File: config.mk
export PLATFORM = sky130hd
export DESIGN_NAME = iob_vexriscv_bus_arb
export DESIGN_NICKNAME = d
export VERILOG_FILES = /design/src/rtl/iob_vexriscv_bus_arb.sv
export SDC_FILE = /design/constraint.sdc
export NUM_CORES = 1
export LEC_CHECK = 0
export ABC_CLOCK_PERIOD_IN_PS = 7290
export CORE_AREA = 5 5 119 121
export DETAILED_ROUTE_END_ITERATION = 8
export DIE_AREA = 0 0 124 126
export PLACE_DENSITY = 0.71
export SYNTH_ARGS = -nofsm -noshare
export SYNTH_HDL_FRONTEND = slang
export SYNTH_SLANG_ARGS = --single-unit
File: constraint.sdc
create_clock -name clk_i -period 7.29 [get_ports clk_i]
set_clock_uncertainty 0.05 [all_clocks]
set_input_delay 1.0935 -clock clk_i [delete_from_list [all_inputs] [get_ports clk_i]]
set_output_delay 1.0935 -clock clk_i [all_outputs]
set_load 0.02 [all_outputs]
File: src/rtl/iob_vexriscv_bus_arb.sv
// -----------------------------------------------------------------------------
// iob_vexriscv_bus_arb
//
// Shares one IOb native slave port between the VexRiscv instruction (I) and
// data (D) masters. Arbitration is round-robin. A request that the slave
// stalls keeps its grant until it is accepted. Read responses come back in
// order and are steered to the issuing master by a small ID FIFO, which lets
// up to 2**PEND_W reads be outstanding.
//
// Parameters
//   ADDR_W  address width
//   DATA_W  data width (strobe width is DATA_W/8)
//   PEND_W  log2 of the maximum number of outstanding reads
//
// Ports
//   clk_i, cke_i, arst_n_i          clock, clock enable, async active-low reset
//   i_* / d_*                       instruction / data master request + response
//   s_*                             request to, and response from, the slave
//   pending_o                       number of outstanding reads
//   err_o                           sticky: read data arrived with nothing pending
// -----------------------------------------------------------------------------
module iob_vexriscv_bus_arb #(
    parameter int ADDR_W = 32,
    parameter int DATA_W = 32,
    parameter int PEND_W = 2
) (
    input  logic                clk_i,
    input  logic                cke_i,
    input  logic                arst_n_i,

    input  logic                i_avalid_i,
    input  logic [ADDR_W-1:0]   i_addr_i,
    input  logic [DATA_W-1:0]   i_wdata_i,
    input  logic [DATA_W/8-1:0] i_wstrb_i,
    output logic                i_ready_o,
    output logic                i_rvalid_o,
    output logic [DATA_W-1:0]   i_rdata_o,

    input  logic                d_avalid_i,
    input  logic [ADDR_W-1:0]   d_addr_i,
    input  logic [DATA_W-1:0]   d_wdata_i,
    input  logic [DATA_W/8-1:0] d_wstrb_i,
    output logic                d_ready_o,
    output logic                d_rvalid_o,
    output logic [DATA_W-1:0]   d_rdata_o,

    output logic                s_avalid_o,
    output logic [ADDR_W-1:0]   s_addr_o,
    output logic [DATA_W-1:0]   s_wdata_o,
    output logic [DATA_W/8-1:0] s_wstrb_o,
    input  logic                s_ready_i,
    input  logic                s_rvalid_i,
    input  logic [DATA_W-1:0]   s_rdata_i,

    output logic [PEND_W:0]     pending_o,
    output logic                err_o
);

    localparam int DEPTH = 2 ** PEND_W;

    // Master identifiers used for grant, lock and FIFO entries.
    localparam logic ID_I = 1'b0;
    localparam logic ID_D = 1'b1;

    localparam logic [PEND_W:0] FULL_CNT = {1'b1, {PEND_W{1'b0}}};

    // -------------------------------------------------------------------------
    // State
    // -------------------------------------------------------------------------
    logic              lock_valid_reg, lock_valid_next;
    logic              lock_id_reg,    lock_id_next;
    logic              last_grant_reg, last_grant_next;
    logic              err_reg,        err_next;
    logic [PEND_W:0]   count_reg,      count_next;
    logic [PEND_W-1:0] wr_ptr_reg,     wr_ptr_next;
    logic [PEND_W-1:0] rd_ptr_reg,     rd_ptr_next;
    // ID storage is kept in flops rather than RAM: the head entry must be
    // readable in the same cycle as s_rvalid_i to route the response.
    logic [DEPTH-1:0]  fifo_reg;
    logic [DEPTH-1:0]  wr_sel;

    // -------------------------------------------------------------------------
    // Grant and slave request
    // -------------------------------------------------------------------------
    logic grant;
    logic g_avalid;
    logic full;
    logic empty;
    logic accept;
    logic push;
    logic pop;
    logic head;

    always_comb begin
        grant = ID_I;
        if (lock_valid_reg) begin
            grant = lock_id_reg;
        end else if (i_avalid_i && d_avalid_i) begin
            grant = ~last_grant_reg;
        end else if (d_avalid_i) begin
            grant = ID_D;
        end
    end

    assign full  = (count_reg == FULL_CNT);
    assign empty = (count_reg == '0);

    assign g_avalid  = (grant == ID_D) ? d_avalid_i : i_avalid_i;
    assign s_addr_o  = (grant == ID_D) ? d_addr_i   : i_addr_i;
    assign s_wdata_o = (grant == ID_D) ? d_wdata_i  : i_wdata_i;
    assign s_wstrb_o = (grant == ID_D) ? d_wstrb_i  : i_wstrb_i;

    // A full ID FIFO blocks every request, writes included, so that ordering
    // against outstanding reads is preserved on the slave side.
    assign s_avalid_o = g_avalid & ~full;
    assign accept     = s_avalid_o & s_ready_i;

    // Ready is only raised towards a master that is actually requesting; the
    // handshake is identical and idle masters see a quiet ready.
    assign i_ready_o = accept & (grant == ID_I);
    assign d_ready_o = accept & (grant == ID_D);

    // -------------------------------------------------------------------------
    // Response routing
    // -------------------------------------------------------------------------
    assign push = accept & (s_wstrb_o == '0);
    assign pop  = s_rvalid_i & ~empty;
    assign head = fifo_reg[rd_ptr_reg];

    assign i_rvalid_o = pop & (head == ID_I);
    assign d_rvalid_o = pop & (head == ID_D);
    assign i_rdata_o  = s_rdata_i;
    assign d_rdata_o  = s_rdata_i;

    assign pending_o = count_reg;
    assign err_o     = err_reg;

    // -------------------------------------------------------------------------
    // Next-state logic
    // -------------------------------------------------------------------------
    always_comb begin
        lock_valid_next = lock_valid_reg;
        lock_id_next    = lock_id_reg;
        last_grant_next = last_grant_reg;
        err_next        = err_reg;
        count_next      = count_reg;
        wr_ptr_next     = wr_ptr_reg;
        rd_ptr_next     = rd_ptr_reg;

        // Hold the grant across a slave stall so the request cannot be
        // swapped out from under the slave.
        if (accept) begin
            lock_valid_next = 1'b0;
            last_grant_next = grant;
        end else if (s_avalid_o && !s_ready_i) begin
            lock_valid_next = 1'b1;
            lock_id_next    = grant;
        end

        if (s_rvalid_i && empty) begin
            err_next = 1'b1;
        end

        if (push) begin
            wr_ptr_next = wr_ptr_reg + PEND_W'(1);
        end
        if (pop) begin
            rd_ptr_next = rd_ptr_reg + PEND_W'(1);
        end

        if (push && !pop) begin
            count_next = count_reg + (PEND_W+1)'(1);
        end else if (pop && !push) begin
            count_next = count_reg - (PEND_W+1)'(1);
        end
    end

    // One-hot write select for the ID storage.
    generate
        for (genvar gi = 0; gi < DEPTH; gi++) begin : g_wr_sel
            assign wr_sel[gi] = push & (wr_ptr_reg == PEND_W'(gi));
        end
    endgenerate

    // -------------------------------------------------------------------------
    // Registers
    // -------------------------------------------------------------------------
    always_ff @(posedge clk_i or negedge arst_n_i) begin
        if (!arst_n_i) begin
            lock_valid_reg <= 1'b0;
            lock_id_reg    <= ID_I;
            last_grant_reg <= ID_I;
            err_reg        <= 1'b0;
            count_reg      <= '0;
            wr_ptr_reg     <= '0;
            rd_ptr_reg     <= '0;
            fifo_reg       <= '0;
        end else if (cke_i) begin
            lock_valid_reg <= lock_valid_next;
            lock_id_reg    <= lock_id_next;
            last_grant_reg <= last_grant_next;
            err_reg        <= err_next;
            count_reg      <= count_next;
            wr_ptr_reg     <= wr_ptr_next;
            rd_ptr_reg     <= rd_ptr_next;
            for (int k = 0; k < DEPTH; k++) begin
                if (wr_sel[k]) begin
                    fifo_reg[k] <= grant;
                end
            end
        end
    end

endmodule
Word-level counts from Yosys, hierarchy flattened
Cells that the tools add are included.
{"block": "word_totals", "latchBits": 0, "rom_bits": 0, "output_inout_bits": 141, "word_cells": 75, "ff_bits": 15, "n_memories": 0, "ram_bits": 0}
{"block": "op_classes", "addsub": 4, "n_div": 0, "magnitude_cmp": 1, "shifts": 0, "mux": 13, "multipliers": 0, "eq_ne": 4, "n_reduce_logical": 24, "bitwise_logic": 18}
{"op": "$mux W32", "n": 2}
{"op": "$reduce_and A2 Y1", "n": 10}
{"op": "$and A1 B1 Y1", "n": 12}
{"op": "$mux W1", "n": 7}
{"op": "$mux W3", "n": 2}
{"op": "$not A1 Y1", "n": 6}
{"op": "$logic_and A1 B1 Y1", "n": 5}
{"op": "$add A2 B1 Y2 const B", "n": 2}
{"op": "$eq A2 B2 Y1 const B", "n": 2}
{"op": "$logic_not A4 Y1", "n": 1}
{"op": "$mux W4", "n": 1}
{"op": "$reduce_bool A2 Y1", "n": 2}
{"op": "$add A3 B1 Y3 const B", "n": 1}
{"op": "$eq A3 B3 Y1 const B", "n": 1}
{"op": "$logic_not A1 Y1", "n": 3}
{"op": "$logic_not A3 Y1", "n": 1}
{"op": "$lt A2 B3 Y1 const B", "n": 1}
{"op": "$reduce_and A3 Y1", "n": 1}
{"op": "$sub A3 B1 Y3 const B", "n": 1}
{"op": "$bmux W1 S2", "n": 1}
{"op": "$eq A2 B1 Y1 const B", "n": 1}
{"op": "$logic_not A2 Y1", "n": 1}

Longest topological paths before layout
{"block": "depth", "ltp_word": 11, "ltp_mapped": 11, "ltp_nobuf": 10}

Least setup slack after synthesis
OpenSTA, ideal clock, no wires.
{"block": "synth_timing", "path_kind": "input to output", "start": "input i_avalid_i", "end": "output d_ready_o", "cell_stages": 4, "setup_slack_ns": 3.585, "n_path_buf": 0, "arrival_ns": 2.562, "cell_sequence": "a21bo_4 > a211oi_1 > nand2_1 > nor2_1"}
{"block": "synth_between", "elab_chain_len": 7}
{"element": "from (decl)", "line": "31", "rtl": "input logic i_avalid_i,"}
{"element": "$logic_and A1 B1 Y1", "line": "98", "rtl": "end else if (i_avalid_i && d_avalid_i) begin"}
{"element": "$mux W1", "line": "98"}
{"element": "$mux W1", "line": "96", "rtl": "if (lock_valid_reg) begin"}
{"element": "$mux W1 *", "line": "108", "rtl": "assign g_avalid = (grant == ID_D) ? d_avalid_i : i_avalid_i;"}
{"element": "$and A1 B1 Y1 *", "line": "115", "rtl": "assign s_avalid_o = g_avalid & ~full;"}
{"element": "net s_avalid_o", "line": "47", "rtl": "output logic s_avalid_o,"}
{"element": "$and A1 B1 Y1 *", "line": "116", "rtl": "assign accept = s_avalid_o & s_ready_i;"}
{"element": "$and A1 B1 Y1 *", "line": "121", "rtl": "assign d_ready_o = accept & (grant == ID_D);"}
{"element": "to (decl)", "line": "43", "rtl": "output logic d_ready_o,"}
Mark *: on every way through the listed nets, which the timed path passes. The rest lies on a longest branch.

Final worst setup path
{"block": "layout_timing", "start": "input i_avalid_i", "end": "output s_addr_o[28]"}
{"block": "layout_between", "elab_chain_len": 4}
{"element": "$logic_and A1 B1 Y1", "line": "98"}
{"element": "$mux W1", "line": "98"}
{"element": "$mux W1", "line": "96"}
{"element": "$mux W32", "line": "109", "rtl": "assign s_addr_o = (grant == ID_D) ? d_addr_i : i_addr_i;"}
{"element": "to (decl)", "line": "48", "rtl": "output logic [ADDR_W-1:0] s_addr_o,"}
No other way between the ends.

==> flow_summary_export.csv <==
group,metric,value,unit
setup_path,critPathCaptureType,"output port",
grt,grt_pass1_vias,2667,
setup_path,cp.arrival,3.76,ns
floorplan,start_util,0.1698,
setup_path,startpoint_type,"input port",
power_and_ir_drop,vdd_ir_drop_max,0.0001393,V
power_and_ir_drop,seqPwrFrac,0.112,
yosys,yosys_warnings,0,
drt,drt_wl_total,9261,µm
floorplan,io_pins,316,
cts,ctsResizeCount,0,
cts,cts_buffers,3,
timing,worstMarginPinSlew,0.8697,ns
setup_path,r2r_end,"pending_o[2]",
yosys,synth_most_common_cell,"nand2_1",
cts,htreeDepth,1,
drt,drc,0,
setup_path,crit_type,"input port to output port",
yosys,synth_cells,362,
power_and_ir_drop,power.switching,719.6,µW
cts,cts_tree,"done",
yosys,synthesis.nets,543,
grt,antenna_found_initial,0,
floorplan,core_area,0.01298,mm²
timing,final.min_clock_period,4.905,ns
cts,clock_latency,0.24,ns
drt,drtIter0Drc,86,
yosys,ys_types,35,
yosys,netlist_area,0.002203,mm²
timing,slew_headroom,0.4148,
cts,cts.path.max_buffers,2,
placed_design,place_congestion,0.7894,
worst_hold_path,hold_class,"register to register",
drt,viasPerCell,3.912,
cts,path_clk_slew,0.05,ns
floorplan,die-height,126,µm
yosys,post-synth-top-area-cell,"nand2_1",
setup_path,critPathRequiredTime,6.15,ns
final_layout,drive_above_1_share,0.03156,
floorplan,rows,42,
setup_path,r2r_slack,4.06,ns
power_and_ir_drop,pwr_density_cell,347.0,mW/mm²
drt,vias,2672,
placed_design,port_buffers,219,
grt,grt_pass1_wl,13310,µm
cts,cts_setup_buffers,0,
cts,ctsRootBufferMaster,"clkbuf_16",
final_layout,nFillCells,1390,
run_status,status,"completed",
power_and_ir_drop,power.leakage,0.001880,µW
yosys,yosys-top-cells-area,"nand2_1 (36%), buf_4 (22%), dfrtp_1 (17%), ha_1 (2.8%), clkbuf_1 (2.7%)",
final_layout,finalNonFillerCells,683,
cts,ctsHoldBuffers,0,
grt,grt-ovfl-total,0,
timing,timing.final.crit_share,0.6729,
timing,tns,0,ns
power_and_ir_drop,p_comb_frac,0.815,
run,cap_viol_max_count,0,
final_layout,largest_register_ffs,4,
yosys,yosysSeqAreaShare,0.1704,
drt,routedWlPerCell,13.56,µm
placed_design,dp_hpwl,7764,µm
worst_hold_path,whs_endpoint,"err_o",
final_layout,syn2layout_area_growth,89.84,%
timing,drv_slew,0,
cts,numClockSinks,15,
timing,rsz0062_at_grt,"false",
final_layout,nets,689,
power_and_ir_drop,clockPowerShare,0.072,
power_and_ir_drop,p_int,732.0,µW
drt,final_antenna_net_count,0,
timing,fmax,0.2039,GHz
yosys,netlist_top_cells_count,"nand2_1 (210), buf_4 (64), clkbuf_1 (16), dfrtp_1 (15), nor2_1 (6)",
floorplan,die_w,124,µm
yosys,syn_avg_cell_area,6.087,µm²
yosys,synth_edf_count,0,
timing,finalHoldViolCount,0,
worst_hold_path,holdPathStages,1,
setup_path,r2r_cells,11,
yosys,async_reset_ff_frac,1.000,
setup_path,worst-path-max-fanout,44,
drt,drt-pass1-iter-count,4,
final_layout,diodes,0,
yosys,synth_top_area_share,0.3578,
yosys,synthFlopType,"dfrtp_1",
floorplan,die-area,0.01562,mm²
grt,grt_max_degree,45,
grt,grt_use_total,0.1055,
worst_hold_path,hold_path.startpoint,"err_o",
timing,setup_viol,0,
setup_path,r2r_start,"lock_valid_reg",
placed_design,dp_cells,679,
yosys,ys_ff_latch,15,
power_and_ir_drop,sw_frac_of_total,0.4957,
[power by group through the flow]
stage / registers, µW / logic (µW) / clock network [µW]
5_1_grt: 170 / 1280 / 111
3_3_place_gp: 163 / 1190 / 0
2_1_floorplan: 165 / 675 / 0
3_5_place_dp: 164 / 1200 / 0
4_1_cts: 164 / 1200 / 106
6_report: 163 / 1180 / 105
[per-layer routing]
metal,part of all wire,vias to the layer above,track usage
li1,-,1345,-
met1,0.38,1139,0.1156
met2,0.46,153,0.1794
met3,0.12,35,0.04305
met4,0.035,0,0.04253
met5,0,-,0
[layout by cell type, fill, tap and decap left out, types with 2 or more instances in the layout]
master / n
nor2_1: 6
ha_1: 5
mux2_2: 2
dfrtp_1: 15
o2111ai_1: 4
inv_1: 4
mux2_1: 4
clkbuf_16: 3
clkdlybuf4s50_1: 219
a21oi_1: 2
buf_4: 2
nand2_1: 210
xnor2_1: 5
nor3b_1: 2
[final cells by class]
| type | count | area [µm²] | share of cell area |
|---|---|---|---|
| timing repair buffer | 221 | 2207 | 0.5277 |
| sequential | 15 | 375.4 | 0.08974 |
| tap | 176 | 220.2 | 0.05265 |
| clock buffer | 3 | 75.07 | 0.01795 |
| multi-input combinational | 263 | 1285 | 0.3072 |
| clock inverter | 1 | 5.005 | 0.001197 |
| inverter | 4 | 15.01 | 0.003590 |
[through the flow]
step	setup slack, ns	cell area, µm²	utilization	total power, µW	hold slack (ns)
floorplan	3.585	2203	-	839.7	0.4034
global placement	2.346	4103	0.3161	1353	0.4106
detailed placement	2.346	4103	0.3161	1361	0.4202
CTS	2.341	4183	0.3222	1475	0.4302
global route	2.177	4183	0.3222	1560	0.4528
finish	2.385	4183	0.3222	1452	0.4289
[critical path, cell delays in order]
cell and delay, ns:
clkdlybuf4s50_1 0.44, and2_2 0.22, o21ai_4 0.61, buf_4 0.51
nand2_1 0.15, nand2_1 0.09, clkdlybuf4s50_1 0.60
[worst max-delay path by stage]
stage | startpoint | endpoint | slack, ns | cells after the start
floorplan | i_avalid_i | d_ready_o | 3.58 | 4
global placement | i_avalid_i | s_addr_o[28] | 2.35 | 7
detailed placement | d_avalid_i | s_addr_o[28] | 2.35 | 7
CTS | d_avalid_i | s_addr_o[28] | 2.34 | 7
global route | d_avalid_i | s_addr_o[28] | 2.18 | 7
finish | i_avalid_i | s_addr_o[28] | 2.38 | 7
[logic make-up after synthesis]
| logic type | Yosys count | synth area share |
|---|---|---|
| adder cells (fa/ha/maj) | 6 | 0.03748 |
| AND/OR/NAND/NOR | 228 | 0.4043 |
| multiplexers | 8 | 0.04770 |
| buffers and inverters | 84 | 0.2521 |
| AO/OA/AOI/OAI | 15 | 0.06417 |
| XOR/XNOR | 6 | 0.02385 |
| flip-flops | 15 | 0.1704 |
(Power assumes the default switching activity.)
